<file path="src/rtl/card_draw_arbiter.sv">
// Round-robin card draw arbiter between player and dealer sharing one RNG.
// Rejects invalid or exhausted ranks and tracks the cards left in the shoe.
module card_draw_arbiter #(
  parameter int DECKS = 1
) (
  input  logic       CLOCK_50,
  input  logic       reset,
  input  logic       shuffle,
  input  logic       req_player,
  input  logic       req_dealer,
  input  logic [3:0] rng_card,
  output logic       ack_player,
  output logic       ack_dealer,
  output logic [3:0] card_rank,
  output logic [3:0] card_value,
  output logic [7:0] cards_left,
  output logic       deck_empty,
  output logic       busy,
  output logic [1:0] o_dbg_state
);

  localparam logic [7:0] TOTAL_CARDS = 8'(52 * DECKS);
  localparam logic [4:0] MAX_PER_RANK = 5'(4 * DECKS);

  typedef enum logic [1:0] {
    S_IDLE    = 2'd0,
    S_DRAW    = 2'd1,
    S_DELIVER = 2'd2
  } state_t;

  state_t     r_state;
  state_t     w_next_state;
  logic       r_owner_dealer;
  logic       r_prio_dealer;
  logic [4:0] r_cnt [13];
  logic [7:0] r_cards_left;
  logic [3:0] r_card_rank;
  logic [3:0] r_card_value;

  logic [4:0] w_cnt_sel;
  logic       w_rank_ok;
  logic       w_accept;
  logic       w_grant_dealer;
  logic [3:0] w_value;

  // Dealt count of the rank currently on rng_card (zero for illegal codes).
  always_comb begin
    w_cnt_sel = '0;
    for (int i = 0; i < 13; i++) begin
      if (rng_card == 4'(i + 1)) w_cnt_sel = r_cnt[i];
    end
  end

  assign w_rank_ok      = (rng_card >= 4'd1) && (rng_card <= 4'd13) && (w_cnt_sel < MAX_PER_RANK);
  assign w_accept       = (r_state == S_DRAW) && w_rank_ok;
  assign w_grant_dealer = req_dealer && (!req_player || r_prio_dealer);
  assign w_value        = (rng_card >= 4'd10) ? 4'd10 : rng_card;

  // Handshake: req is a level request sampled in IDLE; the granted side gets a
  // single-cycle ack in DELIVER with card_rank/card_value valid. A req still
  // high in the following IDLE cycle is treated as a new request.
  always_comb begin
    w_next_state = r_state;
    ack_player   = 1'b0;
    ack_dealer   = 1'b0;
    case (r_state)
      S_IDLE: begin
        if (!deck_empty && (req_player || req_dealer)) w_next_state = S_DRAW;
      end
      S_DRAW: begin
        if (w_accept) w_next_state = S_DELIVER;
      end
      S_DELIVER: begin
        ack_player   = !r_owner_dealer;
        ack_dealer   = r_owner_dealer;
        w_next_state = S_IDLE;
      end
      default: w_next_state = S_IDLE;
    endcase
  end

  always_ff @(posedge CLOCK_50) begin
    if (reset) begin
      r_state        <= S_IDLE;
      r_owner_dealer <= 1'b0;
      r_prio_dealer  <= 1'b0;
      r_cards_left   <= TOTAL_CARDS;
      r_card_rank    <= '0;
      r_card_value   <= '0;
      for (int i = 0; i < 13; i++) r_cnt[i] <= '0;
    end else if (shuffle) begin
      // Rank/value and the round-robin pointer survive a shuffle.
      r_state      <= S_IDLE;
      r_cards_left <= TOTAL_CARDS;
      for (int i = 0; i < 13; i++) r_cnt[i] <= '0;
    end else begin
      r_state <= w_next_state;
      if (r_state == S_IDLE && w_next_state == S_DRAW) r_owner_dealer <= w_grant_dealer;
      if (w_accept) begin
        r_card_rank   <= rng_card;
        r_card_value  <= w_value;
        r_cards_left  <= r_cards_left - 8'd1;
        r_prio_dealer <= !r_owner_dealer;
        for (int i = 0; i < 13; i++) begin
          if (rng_card == 4'(i + 1)) r_cnt[i] <= r_cnt[i] + 5'd1;
        end
      end
    end
  end

  assign card_rank   = r_card_rank;
  assign card_value  = r_card_value;
  assign cards_left  = r_cards_left;
  assign deck_empty  = (r_cards_left == 8'd0);
  assign busy        = (r_state != S_IDLE);
  assign o_dbg_state = r_state;

endmodule

</file>
<file path="config.mk">
export PLATFORM = sky130hd
export DESIGN_NAME = card_draw_arbiter
export DESIGN_NICKNAME = d
export VERILOG_FILES = /design/src/rtl/card_draw_arbiter.sv
export SDC_FILE = /design/constraint.sdc
export NUM_CORES = 1
export LEC_CHECK = 0
export ABC_AREA = 1
export BUFFER_PORTS_ARGS = -buffer_cell sky130_fd_sc_hd__buf_4
export CAP_MARGIN = 20
export CORE_MARGIN = 2
export CORE_UTILIZATION = 50
export DETAILED_ROUTE_END_ITERATION = 6
export PLACE_DENSITY = 0.76
export SYNTH_ARGS = -nofsm -noshare
export SYNTH_HDL_FRONTEND = slang
export SYNTH_SLANG_ARGS = --single-unit
export TNS_END_PERCENT = 5
</file>
<file path="constraint.sdc">
create_clock -name CLOCK_50 -period 4.43 [get_ports CLOCK_50]
set_input_delay 0.886 -clock CLOCK_50 [delete_from_list [all_inputs] [get_ports CLOCK_50]]
set_output_delay 0.886 -clock CLOCK_50 [all_outputs]
set_load 0.05 [all_outputs]
</file>
# After elaboration in Yosys (flattened, before gate mapping)
# Memories as Yosys holds them, arrays and structs flattened.
# Cells that the tools add are included.
# word_totals
regBits	20
ram_bits	65
in_bits	9
output_inout_bits	22
mem_count	1
# op_classes
n_addsub	14
magnitude_cmp	4
n_eq_ne	16
n_mux	115
bitwise	27
n_reduce_logical	17
# mem_list
memory	depth	word_bits	rd	rd_clocked_by_memory_dff	write_ports	line	source
r_cnt	13	5	13	0	13	35	logic [4:0] r_cnt [13];
# op_table
cell	n
$mux W5	39
$mux W1	72
$add A5 B1 Y5 const B	13
$or A1 B1 Y1	26
$eq A4 B4 Y1 const B	6
$eq A4 B3 Y1 const B	4
$eq A4 B2 Y1 const B	2
$logic_not A8 Y1	1
$sub A8 B1 Y8 const B	1
$logic_and A1 B1 Y1	6
$lt A5 B3 Y1 const B	1
$eq A2 B1 Y1 const B	2
$eq A4 B1 Y1 const B	1
$ge A4 B1 Y1 const B	1
$ge A4 B4 Y1 const B	1
$le A4 B4 Y1 const B	1
$mux W2	2
$mux W4	1
$pmux W2 S2	1
$reduce_and A2 Y1	2
$logic_not A1 Y1	3
$eq A2 B2 Y1 const B	1
$logic_not A2 Y1	1
$logic_or A1 B1 Y1	2
3 further kinds	3

# Depth between registers and ports, before layout
# Gate-level depths: netlist (run 1).
# depth
word_depth	22
ltp_mapped	19

# Least setup slack after synthesis (run 1)
# Ideal clock, no wire load.
# synth_path
kind	input -> register
from	input rng_card[3]
to	memory r_cnt[3][0], in the netlist r_cnt[0][15] (enable)
arrival_ns	2.516
t_required_ns	4.117
setup_slack_ns	1.601
stages	17
path_buffers	1
cell_sequence	inv_1 -> nand2_1 -> nor2_1 -> inv_2 -> or2_0 -> nand2_1 -> nand4_1 -> nand2_1 -> nand2_1 -> nand2_1 -> nand2_1 -> nand2_1 -> nand3_4 -> nor2_4 -> buf_6 -> nand2_1 -> nand2_1
# synth_rtl
item	line	source
start, declared	11	input logic [3:0] rng_card,
end, declared	35	

==> qor.yml, run 1 <==
outcome:
  status: "finished clean"
floorplan:
  ioPinCount: 31
  rows: 31
  die_y_um: 91.3
  initial_core_util: 0.520
  core_sq_um: 7330
  die_w_um: 91.3
  die_area_sq_um: 8340
sta:
  drv_slew: 0
  rsz0062_at_grt: "no"
  clock_skew_ns: 0.0125
  setup_viol: 0
  slew_headroom: 0.626
  period_share: 0.693
  hold_viol_final: 0
  max_freq_mhz: 326
  layout_setup_ws_ns: 1.36
  setup_tns_ns: 0
  min_period_ns: 3.07
  worst_pin_slew_ns: 0.559
worst_setup_path:
  r2r_setup_slack_ns: 1.82
  reg2reg_from: "r_cnt[0][37]"
  cp_cell_sequence: "buf_4, inv_1, nand2_1, nor2_1, inv_2, or2_0, nand2_1, nand4_1, nand2_1, nand2_1, nand2_1, nand2_1, nand2_1, nand3_4, nor2_4, nand3_1, nand2_1"
  path_class: "primary input to register"
  required_ns: 4.48
  r2r_end: "r_cnt[0][12]"
  cpPeakStageDelay_ns: 0.32
  cp_slowest_cell: "nor2_4"
  critPathBufInv: 3
  end_kind: "register"
  crit_top_cell: "nand2_1"
  path_delay_family: "simple AND/OR/NAND/NOR gates"
  crit_fanout: 14
  worstRegToRegCells: 12
  crit_path_start_kind: "primary input"
  critPathArrivalTime_ns: 3.12
route:
  drtIter0Drc: 180
  wl_per_cell_um: 12.2
  drc_errors: 0
  num_vias: 2716
  first_pass_iters: 5
  wirelength_um: 6830
  ant_nets: 0
  via_per_inst: 4.83
clocking:
  cts.sinks: 85
  cts.htree.levels: 3
  clkTransAtPathRegs_ns: 0.08
  post_cts_buffers: 0
  cts_hold_buffers: 0
  clk_path_buf_depth: 2
  cts_tree: "built"
  cts_buffers: 9
  clk_latency_ns: 0.36
  cts_root_buf: "clkbuf_8"
  post_cts_resized: 0
logic_synthesis:
  yosysTopAreaCell: "edfxtp_1"
  yosysMostFrequentCell: "nand2_1"
  synth_cells: 398
  yosys-top-cells-count: "nand2_1 (91), nor2_1 (77), edfxtp_1 (60), inv_1 (41), dfxtp_1 (25)"
  synth_seq_cells: 85
  synth_area_sq_um: 3810
  syn_avg_cell_area_sq_um: 9.58
  ys_seq_area_frac: 0.604
  synth_edf_count: 60
  synth_area_leaders: "edfxtp_1 (47%), dfxtp_1 (13%), nand2_1 (9.0%)"
  synth_top_area_frac: 0.473
  async_flop_share: 0
  yosys.cell_types.count: 27
  synthFlopType: "edfxtp_1"
  ys_warn_count: 0
finish:
  diodes: 0
  fin_nets: 481
  syn_to_final_growth_pct: 15.1
  num-fill-cells: 622
  final_cell_area_sq_um: 4390
  drive_above_1_share: 0.110
global_route:
  grt_pass1_wl_um: 11900
  grt_max_degree: 20
  gr-usage-all-layers: 0.183
  grt-ovfl-total: 0
  grt_pass1_vias: 2652
  antenna_found_initial: 0
min_path:
  hp-class: "register to register"
  whs_path_depth: 2
  whs_endpoint: "r_cnt[0][3]"
  hold_start: "r_cnt[0][3]"
flow_run:
  drv_cap: 0
placed_design:
  gp_congestion: 0.949
  io_buffers: 30
  dpl_worst_slack_ns: 1.04
  dp_hpwl_um: 5090
  place_area_sq_um: 4230
power_and_ir_drop:
  p_per_area_nw_per_um2: 340
  p_leak_nw: 1.85
  ir_drop_mv: 0.152
[stage by stage]
stage	hold WS [ns]	total power, mW	utilization	instances
2_1_floorplan	0.408	1.00	-	421
3_3_place_gp	0.416	1.04	0.576	546
3_5_place_dp	0.423	1.04	0.576	546
4_1_cts	0.436	1.50	0.598	562
5_1_grt	0.488	1.56	0.598	562
6_report	0.439	1.49	0.598	562
[registers in the layout, indices dropped and copies added (netlist names)]
register,count
r_owner_dealer,1
card_rank,4
r_prio_dealer,1
o_dbg_state,2
card_value,4
r_cnt,65
cards_left,8
[logic make-up (layout without fill, tap and decap cells)]
group,Yosys count,in the layout,share of synthesized area
AND/OR/NAND/NOR,200,200,0.216
flip-flops,85,85,0.604
buffers and inverters,51,93,0.0529
AO/OA/AOI/OAI,32,32,0.0453
XOR/XNOR,15,15,0.0345
adder cells (fa/ha/maj),14,14,0.0460
other,1,24,0.000984
[power breakdown]
group | leakage, nW | total (mW) | switching [mW] | internal [mW]
Clock | 0.0803 | 0.471 | 0.267 | 0.203
Combinational | 0.920 | 0.119 | 0.0824 | 0.0367
Sequential | 0.848 | 0.903 | 0.0156 | 0.887
[cell type report]
| type | instances | area [sq um] | share of cell area |
|---|---|---|---|
| Sequential cell | 85 | 2300 | 0.525 |
| Multi-Input combinational cell | 285 | 1390 | 0.318 |
| Timing Repair Buffer | 31 | 233 | 0.0531 |
| Inverter | 46 | 173 | 0.0394 |
| Clock buffer | 12 | 135 | 0.0308 |
| Tap cell | 99 | 124 | 0.0282 |
| Clock inverter | 4 | 26.3 | 0.00599 |
[routing by layer]
metal | vias to the layer above | GRT usage | wire (um)
met1 | 1222 | 0.234 | 3140
met2 | 81 | 0.298 | 3180
met4 | 0 | 0.0682 | 110
li1 | 1402 | - | -
met5 | - | 0 | 0
met3 | 11 | 0.0506 | 401
[worst min-delay path, cell delays in order (launching register included)]
cell and delay, ns:
dfxtp_1 0.32, inv_1 0.05, nor2_1 0.03
[worst max-delay path by stage]
stage	startpoint	end	slack [ns]	cells past startpoint
after global placement	rng_card[3]	r_cnt[0][22]	1.14	17
after floorplan	rng_card[3]	r_cnt[0][15]	1.60	17
after CTS	rng_card[3]	r_cnt[0][14]	1.41	17
final	rng_card[3]	r_cnt[0][12]	1.36	17
after global routing	rng_card[3]	card_rank[0]	1.07	17
after detailed placement	rng_card[3]	r_cnt[0][10]	1.04	17
[cells in the final DEF, fill, tap and decap left out, types with 5 or more instances in the layout]
cell	count
inv_2	5
a21oi_1	21
buf_4	31
clkbuf_8	9
nor2_1	77
xnor2_1	14
nand3_1	12
inv_1	41
nor3_1	6
o21ai_0	5
nand2_1	91
ha_1	14
conb_1	24
nand4_1	7
edfxtp_1	60
dfxtp_1	25
Note: power is estimated with default switching activity, not from simulation.
==> run 2: changes to the inputs <==
- PLACE_DENSITY: 0.76 -> 0.79
- clock period: 4.43 -> 2.6 ns (I/O delays scaled with it)
==> run 2 against run 1 <==
  * Clock power increased by 110%
  * Combinational power grew 93%
  * Highest routed layer unchanged
  * Routed wire length rose by 6.8%
  * Total power increased by 85%
  * Die area unchanged
==> qor.yml, run 2 (synthesis results as in run 1) <==
finish:
  final_common_cell: "nand2_1"
  layout_common_cells: "nand2_1 (91), nor2_1 (77), buf_4 (62)"
  largest_reg_flops: 65
  fin_util: 0.640
  drive_above_1_share: 0.172
  fin_nets: 513
  diodes: 0
  syn_to_final_growth_pct: 23.0
  top_register: "r_cnt"
  final_cell_area_sq_um: 4690
route:
  drtIter0Drc: 132
  ant_nets: 0
  drc_errors: 0
  wl_per_cell_um: 12.3
  num_vias: 2830
  via_per_inst: 4.76
  wirelength_um: 7300
  first_pass_iters: 4
floorplan:
  rows: 31
  die_area_sq_um: 8340
  ioPinCount: 31
  initial_core_util: 0.520
  die_w_um: 91.3
  die_y_um: 91.3
  core_sq_um: 7330
worst_setup_path:
  required_ns: 2.66
  crit_fanout: 14
  path_class: "primary input to register"
  cp_cell_sequence: "buf_4, inv_1, nand2_1, nor2_1, inv_2, or2_0, nand2_1, nand4_1, nand2_1, nand2_1, nand2_1, nand2_1, nand2_1, nand3_4, nor2_4, buf_12, nand3_1, nand2_1"
  critPathArrivalTime_ns: 2.46
  cpPeakStageDelay_ns: 0.20
  crit_path_start_kind: "primary input"
  end_kind: "register"
  crit_top_cell: "nand2_1"
  r2r_setup_slack_ns: 0.23
  cp_slowest_cell: "nand2_1"
power_and_ir_drop:
  ir_drop_mv: 0.308
  p_leak_nw: 2.03
  p_clk_frac: 0.359
  p_sw_frac: 0.232
  intPower_mw: 2.12
  switching_power_mw: 0.640
  p_per_area_nw_per_um2: 588
  power.share.sequential: 0.558
  power_frac_comb: 0.084
  power_mw: 2.76
global_route:
  grt_max_degree: 19
  grt_pass1_wl_um: 12200
  gr-usage-all-layers: 0.189
  antenna_found_initial: 0
  grt-ovfl-total: 0
  grt_pass1_vias: 2777
placed_design:
  gp_congestion: 0.911
  io_buffers: 30
  dp_hpwl_um: 5390
  place_area_sq_um: 4460
sta:
  period_share: 0.923
  hold_viol_final: 0
  setup_viol: 0
  rsz0062_at_grt: "no"
  drv_slew: 0
  whs_ns: 0.414
  min_period_ns: 2.40
  max_freq_mhz: 417
  clock_skew_ns: 0.0132
min_path:
  hp-class: "primary input to register"
clocking:
  cts_buffers: 9
  post_cts_resized: 0
  cts.sinks: 85
  cts_root_buf: "clkbuf_8"
  cts_tree: "built"
  clk_latency_ns: 0.37
  clkTransAtPathRegs_ns: 0.09
  clk_path_buf_depth: 2
  cts.htree.levels: 3
outcome:
  status: "finished clean"
flow_run:
  drv_cap: 0
-- run 2: worst max-delay path: cells and delay by family --
kind | cells | cell delay (ns)
buffers and inverters | 4 | 0.41
AND/OR/NAND/NOR | 14 | 1.53
-- run 2: path summary, 6_finish.rpt --
kind                 from           end  cells after the start
max reg2reg  r_cnt[0][37]  r_cnt[0][12]                     13
max           rng_card[3]  r_cnt[0][12]                     18
min reg2reg   r_cnt[0][3]   r_cnt[0][3]                      2
min                 reset  card_rank[2]                      2
-- run 2: through the flow --
stage          std cells  setup TNS, ns  worst slack [ns]
2_1_floorplan        421              0             0.137
3_3_place_gp         577          -9.05            -0.213
3_5_place_dp         577         -10.63            -0.214
4_1_cts              593              0             0.162
5_1_grt              594              0           0.00571
6_report             594              0             0.199
-- run 2: power groups by stage --
| stage | sequential [mW] | clock [mW] | combinational (mW) |
|---|---|---|---|
| 6_report | 1.54 | 0.989 | 0.230 |
| 5_1_grt | 1.55 | 1.06 | 0.256 |
| 4_1_cts | 1.54 | 1.00 | 0.227 |
| 3_5_place_dp | 1.57 | 0 | 0.225 |
| 3_3_place_gp | 1.57 | 0 | 0.222 |
| 2_1_floorplan | 1.58 | 0 | 0.126 |
-- run 2: metal layers --
metal | global-route usage | part of all wire | wire [um]
met5 | 0 | 0 | 0
met4 | 0.101 | 0.029 | 214
met3 | 0.0432 | 0.057 | 415
met2 | 0.311 | 0.47 | 3400
met1 | 0.231 | 0.45 | 3270
-- run 2: what timing repair did --
item | 4_1_cts | 5_1_grt
setup buffers | 0 | 1
endpoints found under the setup margin | 0 | 45
hold buffers | 0 | 0
-- run 2: layout make-up --
| class | instances | area, sq um |
|---|---|---|
| clock buffer | 13 | 169 |
| multi-input combinational | 285 | 1390 |
| clock inverter | 3 | 41.3 |
| inverter | 46 | 173 |
| timing repair buffer | 63 | 485 |
| fill | 580 | 2640 |
| sequential | 85 | 2300 |
| tap | 99 | 124 |
==> run 3: changes to the inputs <==
- CORE_UTILIZATION: 50 -> 30
- CTS_BUF_LIST: default -> sky130_fd_sc_hd__clkbuf_16
- PLACE_DENSITY: 0.79 -> 0.55
==> run 3 against run 2 <==
  * Clock skew fell by 0.0017 ns
  * Worst setup slack improved by 0.034 ns
  * Clock power rose by 21%
  * Register-to-register slack improved by 0.07 ns
  * Largest power group unchanged
  * Total power rose by 7.8%
  * Global-route usage fell by 7.3 points
  * Combinational power barely moved
  * Sequential share of layout area fell by 2.0 points
  * Core utilization fell by 25 points
  * Largest cell class unchanged
==> qor.yml, run 3 (synthesis results as in run 1) <==
power_and_ir_drop:
  p_leak_nw: 2.10
  power_frac_comb: 0.077
  power_mw: 2.97
  switching_power_mw: 0.674
  power.share.sequential: 0.518
  intPower_mw: 2.30
  p_clk_frac: 0.404
  p_per_area_nw_per_um2: 608
  ir_drop_mv: 0.314
  p_sw_frac: 0.227
placed_design:
  gp_congestion: 0.824
  io_buffers: 30
  dp_cells: 657
  place_area_sq_um: 4600
  dpl_worst_slack_ns: -0.120
  dp_hpwl_um: 5620
flow_run:
  drv_cap: 0
clocking:
  cts.htree.levels: 3
  post_cts_buffers: 0
  post_cts_resized: 0
  clkTransAtPathRegs_ns: 0.06
  cts_root_buf: "clkbuf_16"
  cts.sinks: 85
  clk_path_buf_depth: 2
  cts_buffers: 9
  cts_hold_buffers: 0
  cts_tree: "built"
  clk_latency_ns: 0.34
finish:
  fin_cells: 673
  final_common_cell: "nand2_1"
  layout_common_cells: "nand2_1 (90), nor2_1 (77), buf_4 (69)"
  fin_util: 0.391
  drive_above_1_share: 0.184
  syn_to_final_growth_pct: 28.3
  largest_reg_flops: 65
  top_register: "r_cnt"
  num-fill-cells: 1277
  final_cell_area_sq_um: 4890
  fin_nets: 519
  diodes: 0
floorplan:
  die_area_sq_um: 13600
  core_sq_um: 12500
  initial_core_util: 0.304
  die_w_um: 117
  rows: 41
  ioPinCount: 31
  die_y_um: 117
global_route:
  antenna_found_initial: 0
  grt-ovfl-total: 0
  gr-usage-all-layers: 0.116
  grt-busiest-layer: "met2"
  use_met2: 0.190
  use_met3: 0.0327
  grt_max_degree: 19
  grt_pass1_wl_um: 12200
  met1_usage: 0.149
  grt_pass1_vias: 2701
route:
  via_per_inst: 4.15
  drtIter0Drc: 108
  wl_per_cell_um: 10.8
  ant_nets: 0
  num_vias: 2793
  drc_errors: 0
  first_pass_iters: 4
  wirelength_um: 7280
sta:
  max_freq_mhz: 423
  setup_viol: 0
  period_share: 0.910
  layout_setup_ws_ns: 0.233
  drv_slew: 0
  rsz0062_at_grt: "yes"
  setup_tns_ns: 0
  hold_viol_final: 0
  min_period_ns: 2.37
  whs_ns: 0.432
  clock_skew_ns: 0.0115
worst_setup_path:
  r2r_end: "r_cnt[0][11]"
  startpoint: "rng_card[3]"
  r2r_setup_slack_ns: 0.30
  crit_top_cell: "nand2_1"
  path_class: "primary input to register"
  cp-endpoint: "r_cnt[1][12]"
  crit_path_start_kind: "primary input"
  required_ns: 2.68
  path_delay_family: "simple AND/OR/NAND/NOR gates"
  cpPeakStageDelay_ns: 0.28
  cp_cell_sequence: "buf_4, inv_1, nand2_1, nor2_1, nand2_1, nand2_1, inv_1, nand3_1, nand2_1, nand4_1, nand2_1, nand2_1, nand2_1, nand2_1, nand2_1, nand3_4, nor2_4, buf_4, buf_4, nand2_1, nor2_1"
  worstRegToRegCells: 13
  end_kind: "register"
  critPathBufInv: 5
  cp_slowest_cell: "nor2_1"
  reg2reg_from: "r_cnt[0][39]"
  crit_fanout: 5
  cp_num_cells: 21
  critPathArrivalTime_ns: 2.45
outcome:
  status: "finished clean"
min_path:
  hp-class: "register to register"
## run 3: power by group through the flow
stage / combinational, mW / clock [mW] / sequential (mW)
final: 0.230 / 1.20 / 1.54
after global routing: 0.263 / 1.29 / 1.55
after CTS: 0.232 / 1.23 / 1.54
after detailed placement: 0.231 / 0 / 1.57
after global placement: 0.229 / 0 / 1.57
after floorplan: 0.126 / 0 / 1.58
## run 3: layout make-up
type / count / area [sq um] / share of cell area
sequential: 85 / 2300 / 0.471
multi-input combinational: 285 / 1400 / 0.286
timing repair buffer: 69 / 518 / 0.106
clock buffer: 10 / 250 / 0.0512
tap: 172 / 215 / 0.0440
inverter: 46 / 173 / 0.0353
clock inverter: 6 / 35.0 / 0.00716
## run 3: worst min path at each step
| stage | start | cells past startpoint | endpoint |
|---|---|---|---|
| after global placement | r_cnt[0][3] | 2 | r_cnt[0][3] |
| after global routing | reset | 2 | card_value[0] |
| final | r_cnt[0][3] | 2 | r_cnt[0][3] |
| after CTS | r_cnt[0][3] | 2 | r_cnt[0][3] |
| after floorplan | r_cnt[0][3] | 2 | r_cnt[0][3] |
| after detailed placement | r_cnt[0][3] | 2 | r_cnt[0][3] |
## run 3: worst min-delay path, stage by stage (launching register included)
cell and delay (ns):
dfxtp_1 0.31, inv_1 0.05, nor2_1 0.03
## run 3: metal layers
metal	up-vias	wire, um
met5	-	0
met4	0	108
met3	9	266
met2	34	3340
met1	1270	3570
li1	1480	-
